$ cat src/rtl/lv1b_trig_sched.sv
// lv1b_trig_sched: merges the per-type prescaled LV1B requests into a single
// LV1B accept stream with programmable hold-off, downstream busy handling,
// coincidence capture and per-run accept / lost-request counters.
//
// state  | meaning
// -------+----------------------------------------------
// IDLE   | accepting requests
// ISSUE  | one cycle, out_lv1b asserted, hold-off loaded
// HOLD   | dead time after an accept, hold_q counts down
module lv1b_trig_sched #(
  parameter int N_TYPE = 8,
  parameter int HOLD_W = 16
) (
  input  logic              clk,
  input  logic              rst,
  input  logic              in_live,
  input  logic              in_ena,
  input  logic [N_TYPE-1:0] in_req,
  input  logic              in_busy,
  input  logic [N_TYPE-1:0] user_type_mask,
  input  logic [HOLD_W-1:0] user_holdoff,
  output logic              out_lv1b,
  output logic [N_TYPE-1:0] out_type_word,
  output logic [2:0]        out_type_id,
  output logic              out_veto,
  output logic [31:0]       lv1b_cnt,
  output logic [31:0]       lost_cnt
);

  localparam logic [1:0] S_IDLE  = 2'd0;
  localparam logic [1:0] S_ISSUE = 2'd1;
  localparam logic [1:0] S_HOLD  = 2'd2;

  logic [1:0]        state_q, state_d;
  logic [HOLD_W-1:0] hold_q, hold_d;
  logic              live_q;
  logic              lv1b_q, lv1b_d;
  logic [N_TYPE-1:0] word_q, word_d;
  logic [2:0]        id_q, id_d;
  logic              veto_q, veto_d;
  logic [31:0]       lv1b_cnt_q, lv1b_cnt_d;
  logic [31:0]       lost_cnt_q, lost_cnt_d;

  logic [N_TYPE-1:0] req_m;
  logic              req_cycle;
  logic              run_start;
  logic              accept;
  logic              lost;
  logic [2:0]        prio_id;
  logic [31:0]       lv1b_base;
  logic [31:0]       lost_base;

  assign req_m     = in_req & user_type_mask;
  assign req_cycle = in_live & in_ena & (|req_m);
  assign run_start = in_live & ~live_q;
  assign accept    = (state_q == S_IDLE) & req_cycle & ~in_busy;
  // Anything that is a request cycle but not taken is lost: busy in IDLE,
  // or any request arriving during ISSUE/HOLD (no queuing).
  assign lost      = req_cycle & ~accept;

  // Lowest set bit of the masked requests is the highest-priority type.
  always_comb begin
    prio_id = 3'd0;
    for (int i = N_TYPE - 1; i >= 0; i--) begin
      if (req_m[i]) prio_id = 3'(i);
    end
  end

  // Scheduler FSM next state and hold-off down-counter.
  always_comb begin
    state_d = state_q;
    hold_d  = hold_q;
    case (state_q)
      S_IDLE: begin
        if (accept) state_d = S_ISSUE;
      end
      S_ISSUE: begin
        hold_d  = user_holdoff;
        state_d = (user_holdoff != '0) ? S_HOLD : S_IDLE;
      end
      S_HOLD: begin
        hold_d = hold_q - 1'b1;
        if (hold_q <= HOLD_W'(1)) state_d = S_IDLE;
      end
      default: begin
        state_d = S_IDLE;
      end
    endcase
  end

  // Output pulse, coincidence capture, veto and saturating run counters.
  // The run-start clear is applied before the increment so a request in the
  // same cycle as the in_live rising edge lands on the cleared value.
  always_comb begin
    lv1b_d    = accept;
    word_d    = accept ? req_m : word_q;
    id_d      = accept ? prio_id : id_q;
    veto_d    = (state_d != S_IDLE) | in_busy | ~in_live | ~in_ena;
    lv1b_base = run_start ? 32'd0 : lv1b_cnt_q;
    lost_base = run_start ? 32'd0 : lost_cnt_q;
    lv1b_cnt_d = (accept && (lv1b_base != 32'hFFFF_FFFF)) ? lv1b_base + 32'd1 : lv1b_base;
    lost_cnt_d = (lost && (lost_base != 32'hFFFF_FFFF)) ? lost_base + 32'd1 : lost_base;
  end

  // State and output registers with synchronous reset.
  always_ff @(posedge clk) begin
    if (rst) begin
      state_q    <= S_IDLE;
      hold_q     <= '0;
      live_q     <= 1'b0;
      lv1b_q     <= 1'b0;
      word_q     <= '0;
      id_q       <= 3'd0;
      veto_q     <= 1'b1;
      lv1b_cnt_q <= 32'd0;
      lost_cnt_q <= 32'd0;
    end else begin
      state_q    <= state_d;
      hold_q     <= hold_d;
      live_q     <= in_live;
      lv1b_q     <= lv1b_d;
      word_q     <= word_d;
      id_q       <= id_d;
      veto_q     <= veto_d;
      lv1b_cnt_q <= lv1b_cnt_d;
      lost_cnt_q <= lost_cnt_d;
    end
  end

  assign out_lv1b      = lv1b_q;
  assign out_type_word = word_q;
  assign out_type_id   = id_q;
  assign out_veto      = veto_q;
  assign lv1b_cnt      = lv1b_cnt_q;
  assign lost_cnt      = lost_cnt_q;

endmodule

$ cat config.mk
export PLATFORM = sky130hd
export DESIGN_NAME = lv1b_trig_sched
export DESIGN_NICKNAME = d
export VERILOG_FILES = /design/src/rtl/lv1b_trig_sched.sv
export SDC_FILE = /design/constraint.sdc
export NUM_CORES = 1
export LEC_CHECK = 0
export CAP_MARGIN = 40
export CORE_ASPECT_RATIO = 0.9
export CORE_UTILIZATION = 30
export DETAILED_ROUTE_END_ITERATION = 8
export GPL_ROUTABILITY_DRIVEN = 0
export HOLD_SLACK_MARGIN = 0.05
export SYNTH_ARGS = -nofsm -noshare
export SYNTH_HDL_FRONTEND = slang
export SYNTH_SLANG_ARGS = --single-unit
$ cat constraint.sdc
create_clock -name clk -period 8 [get_ports clk]
set_input_delay 0.8 -clock clk [delete_from_list [all_inputs] [get_ports clk]]
set_output_delay 0.8 -clock clk [all_outputs]
set_load 0.05 [all_outputs]
==> results of run 1 <==
[cells by family (layout without fill, tap and decap cells)]
logic type,count (synthesis),count (layout),synth area share (%)
buffers and inverters,45,150,3.66
muxes,6,6,1.25
and+or+nand+nor,298,298,29.9
adders and majority gates,8,8,1.97
DFF,96,96,37.8
AOI/OAI and AO/OA,159,159,20.6
xor gates and xnor gates,28,28,4.82
[report_power, final]
group / leakage (nW) / internal (mW) / switching (mW) / total (mW)
clock network: 0.172 / 0.322 / 0.190 / 0.512
registers: 0.776 / 0.489 / 0.0105 / 0.499
logic: 1.25 / 0.0642 / 0.0943 / 0.158
[layer usage]
layer / up-vias / wire length, um / GRT usage (%)
met1: 2279 / 6930 / 23.3
met3: 18 / 869 / 4.56
li1: 2551 / - / -
met4: 0 / 194 / 4.18
met5: - / 0 / 0
met2: 125 / 6070 / 24.5
[worst reg2reg max path, delay by kind of cell, from the launching register on]
family / cells / cell delay [ns]
buffers and inverters: 2 / 0.63
flip-flops: 1 / 0.37
AND/OR/NAND/NOR: 5 / 1.14
XOR/XNOR: 1 / 0.16
AO/OA/AOI/OAI: 1 / 0.37
adder cells (fa/ha/maj): 1 / 0.21
[final timing paths]
check,start,to,depth (start not counted)
setup / recovery,in_live,lv1b_cnt[5]$_SDFF_PP0_,11
hold / removal,out_type_word[2]$_SDFFE_PP0P_,out_type_word[2]$_SDFFE_PP0P_,2
setup reg to reg,live_q$_SDFF_PP0_,lv1b_cnt[5]$_SDFF_PP0_,10
hold reg to reg,out_type_word[2]$_SDFFE_PP0P_,out_type_word[2]$_SDFFE_PP0P_,2
[sequential cells by signal, indices dropped and copies added, names as in the netlist]
name	count
hold_q	16
live_q	1
lost_cnt	32
lv1b_cnt	32
out_lv1b	1
out_type_id	3
out_type_word	8
out_veto	1
state_q	2
[layout make-up]
type	count	share of cell area [%]
Clock buffer	11	3.73
Clock inverter	5	1.52
Inverter	13	0.721
Multi-Input combinational cell	499	44.0
Sequential cell	96	28.4
Tap cell	207	3.83
Timing Repair Buffer	121	17.8
[stage by stage]
step	instance area [sq um]	utilization (%)
5_1_grt	6770	41.4
4_1_cts	6760	41.4
2_1_floorplan	5090	-
3_3_place_gp	6380	39.0
6_report	6770	41.4
3_5_place_dp	6410	39.2
[placed cells by master, fill, tap and decap left out, types with 7 or more instances in the layout]
master | synthesis | final
clkdlybuf4s50_1 | 0 | 112
dfxtp_1 | 96 | 96
nand2_1 | 80 | 80
nor2_1 | 69 | 69
a21oi_1 | 53 | 53
nand3_1 | 31 | 31
o21ai_0 | 30 | 30
or3_1 | 27 | 27
nand4_1 | 20 | 20
xnor2_1 | 16 | 16
inv_1 | 13 | 13
a211oi_1 | 13 | 13
xor2_1 | 12 | 12
nor3_1 | 11 | 11
a22oi_1 | 11 | 11
nor4_1 | 9 | 9
clkbuf_16 | 0 | 9
and2_1 | 8 | 8
ha_1 | 8 | 8
or4_1 | 7 | 7
==> run metrics, run 1 <==
chip height around 130 um; fin cells between 900 and 1000; Total Power about 1.2 mW; fill count approximately 1700; DRC Markers 0; gr ovfl total 0; drt initial violations roughly 300; Final Hold Violating Endpoints 0; post-synth top area share a little under two fifths; core area about 16000 sq um; Synth Area per Inst 7.95 sq um; Fin Hold WS about 0.46 ns; Die ar. between 15000 and 20000 sq um; FMAX ~280 MHz; WP data arrival 3.82 ns; final setup fails 0; Final ANT Viol Nets 0; post-DP HPWL slightly below 10000 um; fin. max-slew vios 0; Most used DFF post-synth dfxtp_1; pwr/cell area about 170 nW/um^2; routed len/inst ~15 um; setup slack, reg-to-reg 4.98 ns; worst min-delay path class reg -> reg; worst-path cell chain clkdlybuf4s50_1 > nand2b_1 > buf_4 > and2_1 > ha_1 > nand4_1 > or4_1 > o21ai_0 > clkbuf_2 > xor2_1 > nor2_1; PnR worst setup slack 4.39 ns; Cells after Synth 640; initial antenna violation count 0; most common library cells after synthesis dfxtp_1 (96), nand2_1 (80), nor2_1 (69); Final Cycle Share about 45%; Setup TNS 0 ns; CP max stage cell or4_1; antenna diode count 0; Net count, final 785; first-pass GRT wire length approximately 24000 um; proportion of synthesized chip area in sequential cells around 38%; CP Max Fanout between 40 and 50; Vias/cell roughly 5.2; leading area contributor after synthesis dfxtp_1; row cnt 44; VDD IR-drop max approximately 0.00012 V; worst-margin pin slew slightly above 0.9 ns; ratio of cells with drive above 1 in the final layout around 5.5%; drt pass-1 iters 4; # placed instances roughly 940; syn_nets between 600 and 700; Clock Path Buffers 2; WS Path Type in -> reg; initial core utilization between 30% and 40%; num ports about 110; Slew headroom between 30 and 40%; largest net degree at the start of global routing 63; vias just under 5000; CTS Buf Count 9; RSZ-0062 raised after global routing false; fin crit period approximately 3.6 ns; YS warnings 0; htree depth 3; Routed WL 14100 um; Worst-path clk slew 0.07 ns; Synth-to-Final Area Change 33.0%; # hold bufs at CTS 0; count leader, synth dfxtp_1; Crit. End Element flip-flop; multi-input logic area approximately 3000 sq um; postcts setup bufs 0; CTS sink count 96; CP top delay family buffers and inverters; max incr delay on CP between 0.5 and 0.6 ns; Leakage between 2 and 2.5 nW; Final Skew 0.00698 ns; Post-synth EDFFs 0; I/O Buffers between 100 and 150; post-CTS resize count 0; async set-reset flop share out of synthesis 0%; max cap viols 0; Yosys cell types between 60 and 70; FF/Latch Area a little under 2000 sq um; vias in the first global route ~4600; Total GRT Usage between 10% and 20%; Post-Syn Area 5090 sq um; crit path launch type input pin; CP bufs+invs 3; Req. time, crit path ~8 ns; flops & latches, synth between 90 and 100; Worst-Skew Late Latency roughly 0.35 ns; die width between 100 and 150 um; Place WS ~3.7 ns; top post-synthesis cells by area dfxtp_1 (38%), nand2_1 (5.9%), a21oi_1 (5.2%); CTS tree yes; CTS root buf clkbuf_16; status finished, final reports clean
Power figures use the tool's default switching activity.
==> inputs of run 2 (changes only) <==
==> constraint.sdc (replaced) <==
create_clock -name clk -period 2.9 [get_ports clk]
set_input_delay 0.29 -clock clk [delete_from_list [all_inputs] [get_ports clk]]
set_output_delay 0.29 -clock clk [all_outputs]
set_load 0.05 [all_outputs]
==> run metrics, run 2 (synthesized netlist as in run 1, its figures left out) <==
postcts setup bufs 0 (unchanged); Final Cycle Share just under 90%; Net count, final 820 (+4.5%); ratio of cells with drive above 1 in the final layout 9.74% (+4.2 points); pwr/cell area 440 nW/um^2 (+150%); core area 16400 sq um (unchanged); routed len/inst 14.6 um (-0.93%); CP Max Fanout 6 (-86%); final setup fails 0 (unchanged); Crit. End Element flip-flop; most frequent cells in the layout clkdlybuf4s50_1 (112), dfxtp_1 (96), nand2_1 (80); initial core utilization 31.1% (unchanged); Final Hold Violating Endpoints 0 (unchanged); max cap viols 0 (unchanged); final core occ 42.7% (+1.3 points); # hold bufs at CTS 0 (unchanged); # placed instances 971 (+3.9%); worst min-delay path class in -> reg; worst-margin pin slew 0.834 ns (-0.0857 ns); Final Skew 0.00910 ns (+0.00212 ns); fin crit period about 2.6 ns; drt pass-1 iters 4 (unchanged); CTS root buf clkbuf_16; routed length on met1 7390 um (+6.7%); num ports 114 (unchanged); post-CTS resize count 0 (unchanged); CTS sink count 96 (unchanged); Total Power 3.08 mW (+160%); crit path launch type input pin; htree depth 3 (unchanged); fill count 1649 (-2.3%); most common cell after layout, fill and taps aside clkdlybuf4s50_1; Worst-path clk slew 0.07 ns (about the same); Total GRT Usage 16.8% (+0.31 points); met3 wire len 707 um (-19%); row cnt 44 (unchanged); initial antenna violation count 0 (unchanged); I/O Buffers 113 (unchanged); FMAX 388 MHz; antenna diode count 0 (unchanged); Final ANT Viol Nets 0 (unchanged); fin cells 987 (+3.7%); chip height 126 um (unchanged); multi-input logic area 2980 sq um (unchanged); RSZ-0062 raised after global routing false; post-DP HPWL 10400 um (+5.8%); Req. time, crit path 3.17 ns (-5.04 ns); Die ar. 17500 sq um (unchanged); drt initial violations 345 (+17%); WP data arrival 2.85 ns (-0.97 ns); largest net degree at the start of global routing 41 (-35%); Place WS -0.0348 ns (-3.77 ns); setup slack, reg-to-reg 0.39 ns (-4.59 ns); highest routing layer actually used met4; PnR worst setup slack 0.321 ns (-4.07 ns); gr ovfl total 0 (unchanged); WS Path Type in -> reg; Routed WL 14400 um (+2.7%); Vias/cell 5.17 (-1.1%); status finished, final reports clean; FF/Latch Area 1920 sq um (unchanged); first-pass GRT wire length 23800 um (+1.2%); CTS Buf Count 9 (unchanged); DRC Markers 0 (unchanged); VDD IR-drop max 0.000277 V (+130%); fin. max-slew vios 0 (unchanged); die width 139 um (unchanged); Worst-Skew Late Latency 0.35 ns (about the same); vias 5100 (+2.6%); routed length on met2 6220 um (+2.4%); CTS tree yes; Clock Path Buffers 2 (unchanged); Leakage 2.35 nW (+6.8%); Slew headroom 44.0% (+5.6 points); vias in the first global route 4699 (+1.6%); Synth-to-Final Area Change 37.3%
## run 2: power by group
part / total [mW] / internal, mW / switching, mW
clock: 1.25 / 0.696 / 0.550
combinational: 0.452 / 0.187 / 0.264
sequential: 1.38 / 1.35 / 0.0298
total: 3.08 / 2.23 / 0.845
## run 2: per-layer routing
layer | up-vias | global-route usage, %
met5 | - | 0
met4 | 0 | 4.31
met3 | 8 | 3.83
met2 | 107 | 25.7
met1 | 2363 | 23.6
li1 | 2622 | -
## run 2: cell type report
type	instances	area share [%]
Clock inverter	6	0.931
Sequential cell	96	27.5
Timing Repair Buffer	156	21.1
Inverter	13	0.698
Clock buffer	10	3.42
Multi-Input combinational cell	499	42.6
Tap cell	207	3.71
## run 2: path summary, 6_finish.rpt
path                                  from                            end  depth (start not counted)
max                                in_live        lost_cnt[18]$_SDFF_PP0_                         10
min reg2reg  out_type_word[4]$_SDFFE_PP0P_  out_type_word[4]$_SDFFE_PP0P_                          2
min                                    rst        lost_cnt[19]$_SDFF_PP0_                          2
max reg2reg          state_q[0]$_SDFF_PP0_         lost_cnt[8]$_SDFF_PP0_                          8
## run 2: worst max-delay path: stages
cell and delay [ns]:
clkdlybuf4s50_1 0.52, nand2b_1 0.12, buf_4 0.15, and2_0 0.17, ha_1 0.21, nand2_1 0.11
or3_1 0.36, or3_1 0.43, or3_1 0.32, a21oi_1 0.16
## run 2: per-stage QoR
stage               instance area, sq um  hold WS, ns  setup TNS (ns)
global route                        6990        0.458               0
CTS                                 6990        0.430               0
detailed placement                  6680        0.449          -0.111
floorplan                           5090        0.418               0
global placement                    6680        0.442               0
finish                              6990        0.426               0
==> inputs of run 3 (changes only) <==
--- a/config.mk
+++ b/config.mk
@@ -5,6 +5,7 @@
 export SDC_FILE = /design/constraint.sdc
 export NUM_CORES = 1
 export LEC_CHECK = 0
+export ABC_CLOCK_PERIOD_IN_PS = 2900
 export CAP_MARGIN = 40
 export CORE_ASPECT_RATIO = 0.9
 export CORE_UTILIZATION = 30
==> results of run 3 <==
No change in the layout: final DEF, timing and power equal those of run 2.
